===== config.mk =====
export PLATFORM = sky130hd
export DESIGN_NAME = uart_tx
export DESIGN_NICKNAME = d
export VERILOG_FILES = /design/src/rtl/uart_tx.sv
export SDC_FILE = /design/constraint.sdc
export NUM_CORES = 1
export LEC_CHECK = 0
export ABC_AREA = 1
export BUFFER_PORTS_ARGS = -buffer_cell sky130_fd_sc_hd__buf_2
export CORE_AREA = 2 2 55 57
export CTS_CLUSTER_DIAMETER = 80
export DETAILED_ROUTE_END_ITERATION = 10
export DIE_AREA = 0 0 57 59
export GPL_TIMING_DRIVEN = 0
export PLACE_DENSITY = 0.69
export SETUP_SLACK_MARGIN = 0.2
export SLEW_MARGIN = 30
export SYNTH_ARGS = -nofsm -noshare
export SYNTH_HDL_FRONTEND = slang
export SYNTH_SLANG_ARGS = --single-unit

===== constraint.sdc =====
create_clock -name clk -period 3.5 [get_ports clk]
set_clock_uncertainty 0.15 [all_clocks]
set_input_delay 0.175 -clock clk [delete_from_list [all_inputs] [get_ports clk]]
set_output_delay 0.175 -clock clk [all_outputs]
set_load 0.01 [all_outputs]

===== src/rtl/uart_tx.sv =====
// uart_tx: serial UART transmitter with a one-entry holding buffer.
// Frame: start bit, DATA_WIDTH data bits LSB first, optional parity bit, 1 or 2 stop bits.
module uart_tx #(
  parameter int DATA_WIDTH = 8,
  parameter int PARITY_EN  = 1,
  parameter int PARITY_ODD = 0,
  parameter int STOP_BITS  = 1
) (
  input  logic                  clk,
  input  logic                  rst,
  input  logic                  baud_tick,
  input  logic                  in_valid,
  input  logic [DATA_WIDTH-1:0] data_in,
  output logic                  in_ready,
  output logic                  tx_serial,
  output logic                  tx_busy,
  output logic                  tx_done
);

  localparam int CNT_W = (DATA_WIDTH > 1) ? $clog2(DATA_WIDTH) : 1;

  typedef enum logic [2:0] {
    IDLE   = 3'd0,
    START  = 3'd1,
    DATA   = 3'd2,
    PARITY = 3'd3,
    STOP   = 3'd4
  } state_t;

  function automatic logic parity_bit(input logic [DATA_WIDTH-1:0] d);
    return (^d) ^ 1'(PARITY_ODD);
  endfunction

  state_t                  state_r, state_s;
  logic [DATA_WIDTH-1:0]   shift_r, shift_s;
  logic [CNT_W-1:0]        bit_cnt_r, bit_cnt_s;
  logic                    stop_cnt_r, stop_cnt_s;
  logic                    parity_r, parity_s;
  logic                    tx_serial_r, tx_serial_s;
  logic                    tx_done_r, tx_done_s;
  logic [DATA_WIDTH-1:0]   buf_r;
  logic                    buf_valid_r;
  logic                    load_s;

  assign in_ready  = !buf_valid_r;
  assign tx_busy   = (state_r != IDLE) || buf_valid_r;
  assign tx_serial = tx_serial_r;
  assign tx_done   = tx_done_r;

  // Next-state and next-line logic; everything advances only on baud_tick.
  always_comb begin
    state_s     = state_r;
    shift_s     = shift_r;
    bit_cnt_s   = bit_cnt_r;
    stop_cnt_s  = stop_cnt_r;
    parity_s    = parity_r;
    tx_serial_s = tx_serial_r;
    tx_done_s   = 1'b0;
    load_s      = 1'b0;
    if (baud_tick) begin
      case (state_r)
        IDLE: begin
          if (buf_valid_r) begin
            load_s      = 1'b1;
            shift_s     = buf_r;
            parity_s    = parity_bit(buf_r);
            tx_serial_s = 1'b0;
            state_s     = START;
          end else begin
            tx_serial_s = 1'b1;
            state_s     = IDLE;
          end
        end
        START: begin
          tx_serial_s = shift_r[0];
          shift_s     = shift_r >> 1;
          bit_cnt_s   = '0;
          state_s     = DATA;
        end
        DATA: begin
          if (int'(bit_cnt_r) < DATA_WIDTH - 1) begin
            tx_serial_s = shift_r[0];
            shift_s     = shift_r >> 1;
            bit_cnt_s   = bit_cnt_r + CNT_W'(1);
          end else if (PARITY_EN != 0) begin
            tx_serial_s = parity_r;
            state_s     = PARITY;
          end else begin
            tx_serial_s = 1'b1;
            stop_cnt_s  = 1'b0;
            state_s     = STOP;
          end
        end
        PARITY: begin
          tx_serial_s = 1'b1;
          stop_cnt_s  = 1'b0;
          state_s     = STOP;
        end
        STOP: begin
          if (int'(stop_cnt_r) < STOP_BITS - 1) begin
            stop_cnt_s  = stop_cnt_r + 1'b1;
            tx_serial_s = 1'b1;
          end else begin
            tx_done_s = 1'b1;
            // A queued byte starts immediately so frames run back to back.
            if (buf_valid_r) begin
              load_s      = 1'b1;
              shift_s     = buf_r;
              parity_s    = parity_bit(buf_r);
              tx_serial_s = 1'b0;
              state_s     = START;
            end else begin
              tx_serial_s = 1'b1;
              state_s     = IDLE;
            end
          end
        end
        default: begin
          tx_serial_s = 1'b1;
          state_s     = IDLE;
        end
      endcase
    end else begin
      state_s = state_r;
    end
  end

  // Frame state, shift register, counters and registered line outputs.
  always_ff @(posedge clk) begin
    if (rst) begin
      state_r     <= IDLE;
      shift_r     <= '0;
      bit_cnt_r   <= '0;
      stop_cnt_r  <= 1'b0;
      parity_r    <= 1'b0;
      tx_serial_r <= 1'b1;
      tx_done_r   <= 1'b0;
    end else begin
      state_r     <= state_s;
      shift_r     <= shift_s;
      bit_cnt_r   <= bit_cnt_s;
      stop_cnt_r  <= stop_cnt_s;
      parity_r    <= parity_s;
      tx_serial_r <= tx_serial_s;
      tx_done_r   <= tx_done_s;
    end
  end

  // Holding buffer: an unload and a handshake never coincide since in_ready is low while full.
  always_ff @(posedge clk) begin
    if (rst) begin
      buf_valid_r <= 1'b0;
      buf_r       <= '0;
    end else if (load_s) begin
      buf_valid_r <= 1'b0;
    end else if (in_valid && !buf_valid_r) begin
      buf_valid_r <= 1'b1;
      buf_r       <= data_in;
    end
  end

endmodule


==> flow_metrics.py <==
metrics = {
    "cells_and_area": {
        "nNetsFinal": 258,
        "multi_input_area_um2": 715.7,
        "area_delta_synth_final_pct": 18.35,
        "final-seq-area_um2": 520.5,
        "final-instance-count-excl-fill": 275,
        "antenna_cells": 0,
        "post-route-util": 0.5956,
        "drive_gt1_frac": 0.1434,
        "fill_cells": 282,
        "stdcell_area_um2": 1614,
    },
    "detailed_routing": {
        "top_layer": "met4",
        "route.met2.wl_mm": 1.305,
        "wl_per_cell_um": 10.71,
        "drt-initial-drc-count": 34,
        "dr.pass1.iters": 4,
        "vias_per_cell": 4.935,
        "met1_length_mm": 1.522,
        "ant_nets": 0,
        "vias": 1357,
        "routed-wl-met3_um": 75,
        "routed_wirelength_mm": 2.945,
        "drc": 0,
    },
    "synth": {
        "synth-main-ff-cell": "dfxtp_1",
        "synthAdderAreaFrac": 0.009174,
        "yosys-top-cells-count": "nand2_1, dfxtp_1, nor2_1",
        "synth-xor-area-share": 0.006422,
        "yosysMostFrequentCell": "nand2_1",
        "synth_compound_area_frac": 0.1394,
        "synth_top_area_frac": 0.3817,
        "synth_cells": 215,
        "ys_ff_latch": 26,
        "yosys_warnings": 0,
        "synth_top_family_by_area": "simple AND/OR/NAND/NOR gates",
        "syn_area_um2": 1364,
        "synth-simple-area-share": 0.3697,
        "postSynth.asyncResetShare": 0,
        "synthMuxAreaShare": 0,
        "yosys.area.top_type": "dfxtp_1",
        "syn_nets": 228,
        "ys_types": 23,
        "syn_area_per_cell_um2": 6.343,
        "ys_seq_area_frac": 0.3817,
        "synth_edf_count": 0,
        "synth.top_cells.by_area": "dfxtp_1, nand2_1, a21oi_1",
    },
    "place": {
        "port_buffers": 15,
        "placed_cells": 261,
        "pre_cts_slack_ns": 1.962,
        "place_hpwl_mm": 2.083,
        "dpl_cell_area_um2": 1478,
        "gp_congestion": 0.7300,
    },
    "global_route": {
        "antenna_found_initial": 0,
        "grt_usage": 0.1917,
        "grt_pass1_wl_mm": 5.112,
        "grt_max_degree": 15,
        "grt_remaining_overflow": 0,
        "first_global_vias": 1245,
    },
    "clock_tree": {
        "clock-sinks": 26,
        "clkLatencyLatePin_ns": 0.32,
        "htree_levels": 1,
        "ctsHoldBuffers": 10,
        "cts.reportedPaths.clkPinSlew_ns": 0.14,
        "root_buffer": "clkbuf_4",
        "cts_tree": "built",
        "post_cts_buffers": 0,
        "cts_buffers": 3,
        "clock_path_buffers": 2,
        "cts_resized": 0,
    },
    "critical_path": {
        "worst-r2r-cell-count": 4,
        "crit_arrival_ns": 1.39,
        "path_class": "flop to output pin",
        "worstPathRequired_ns": 3.17,
        "cp_max_fo": 8,
        "crit_path_start_kind": "flop",
        "endpoint_kind": "output pin",
    },
    "floorplanning": {
        "num_rows": 19,
        "boundaryPins": 16,
        "die_h_um": 59,
        "coreArea_um2": 2710,
        "dieArea_um2": 3363,
        "start_util": 0.5032,
        "die_w_um": 57,
    },
    "sta": {
        "tightest_slew_ns": 0.4477,
        "max_slew_margin": 0.6984,
        "rsz0062_at_grt": "no",
        "fin_ws_ns": 1.787,
        "tns_ns": 0,
        "setup_violations": 0,
        "fin_crit_sh": 0.4896,
        "finalHoldViolCount": 0,
        "min_period_ns": 1.713,
        "fmax_ghz": 0.5836,
        "slew_violations": 0,
    },
    "run_status": {
        "outcome": "finished, final reports clean",
    },
    "power": {
        "irDropWorstVdd_v": 0.0002886,
        "power.density_nw_per_um2": 410.9,
        "leakage_nw": 0.7872,
    },
    "job": {
        "max_cap_violations": 0,
    },
    "min_path": {
        "worstHoldPathCells": 3,
        "min_path_type": "input pin to flop",
    },
}
-- path summary, 6_finish.rpt --
kind                      startpoint                      end  slack [ns]
max          state_r[0]$_SDFFE_PP0P_                  tx_busy        1.79
min                        baud_tick  state_r[2]$_SDFFE_PP0P_        0.04
min reg2reg  shift_r[7]$_SDFFE_PP0P_  shift_r[7]$_SDFFE_PP0P_        0.33
max reg2reg  state_r[1]$_SDFFE_PP0P_  state_r[0]$_SDFFE_PP0P_        1.93
-- area by class of cell --
| type | instances | area share |
|---|---|---|
| clock buffers | 4 | 0.02248 |
| plain buffers | 4 | 0.01318 |
| flip-flops and latches | 26 | 0.3225 |
| repair buffers | 25 | 0.1085 |
| well taps | 31 | 0.02403 |
| inverters | 28 | 0.06589 |
| multi-input cells | 157 | 0.4434 |
-- sequential cells by signal (all words and copies together), names as in the netlist --
| name | flops |
|---|---|
| state_r | 3 |
| buf_r | 8 |
| tx_serial | 1 |
| tx_done | 1 |
| buf_valid_r | 1 |
| shift_r | 8 |
| parity_r | 1 |
| bit_cnt_r | 3 |
-- metal layers --
| metal | up-vias | global-route usage |
|---|---|---|
| li1 | 739 | - |
| met1 | 595 | 0.2497 |
| met2 | 17 | 0.3235 |
| met3 | 6 | 0.02402 |
| met4 | 0 | 0.07973 |
| met5 | - | 0 |
-- worst max-delay path, stage by stage (launching register included) --
cell and delay (ns):
dfxtp_1 0.40, nor2_2 0.18, inv_2 0.10, nor2_2 0.17, nand2_1 0.08, buf_2 0.14
-- power breakdown --
part	switching, mW	internal (mW)	total, mW
sequential	0.0185	0.320	0.339
clock	0.0906	0.0636	0.154
combinational	0.104	0.0660	0.170
-- per-stage QoR --
| stage | hold slack, ns | power (mW) |
|---|---|---|
| finish | 0.03521 | 0.6633 |
| global route | 0.02760 | 0.7102 |
| CTS | 0.02167 | 0.6675 |
| detailed placement | 0.2771 | 0.5067 |
| global placement | 0.2648 | 0.5049 |
| floorplan | 0.09407 | 0.4658 |
-- placed cells by master, fill, tap and decap left out, drive strengths merged --
cell         count
nand3           17
o211ai           1
nand4            1
nor4             1
inv             27
clkinv           1
dlygate4sd3     10
o21a             1
ha               1
nand2           64
or2              1
nor2            34
buf             17
a21oi           23
xnor2            1
o21ai           12
clkbuf           6
dfxtp           26
-- cell families after synthesis --
family          count (synthesis)
xor+xnor                        1
buf+inv                        32
fa+ha+maj                       1
simple gates                  118
compound gates                 37
flops                          26
Note: power is estimated with default switching activity, not from simulation.
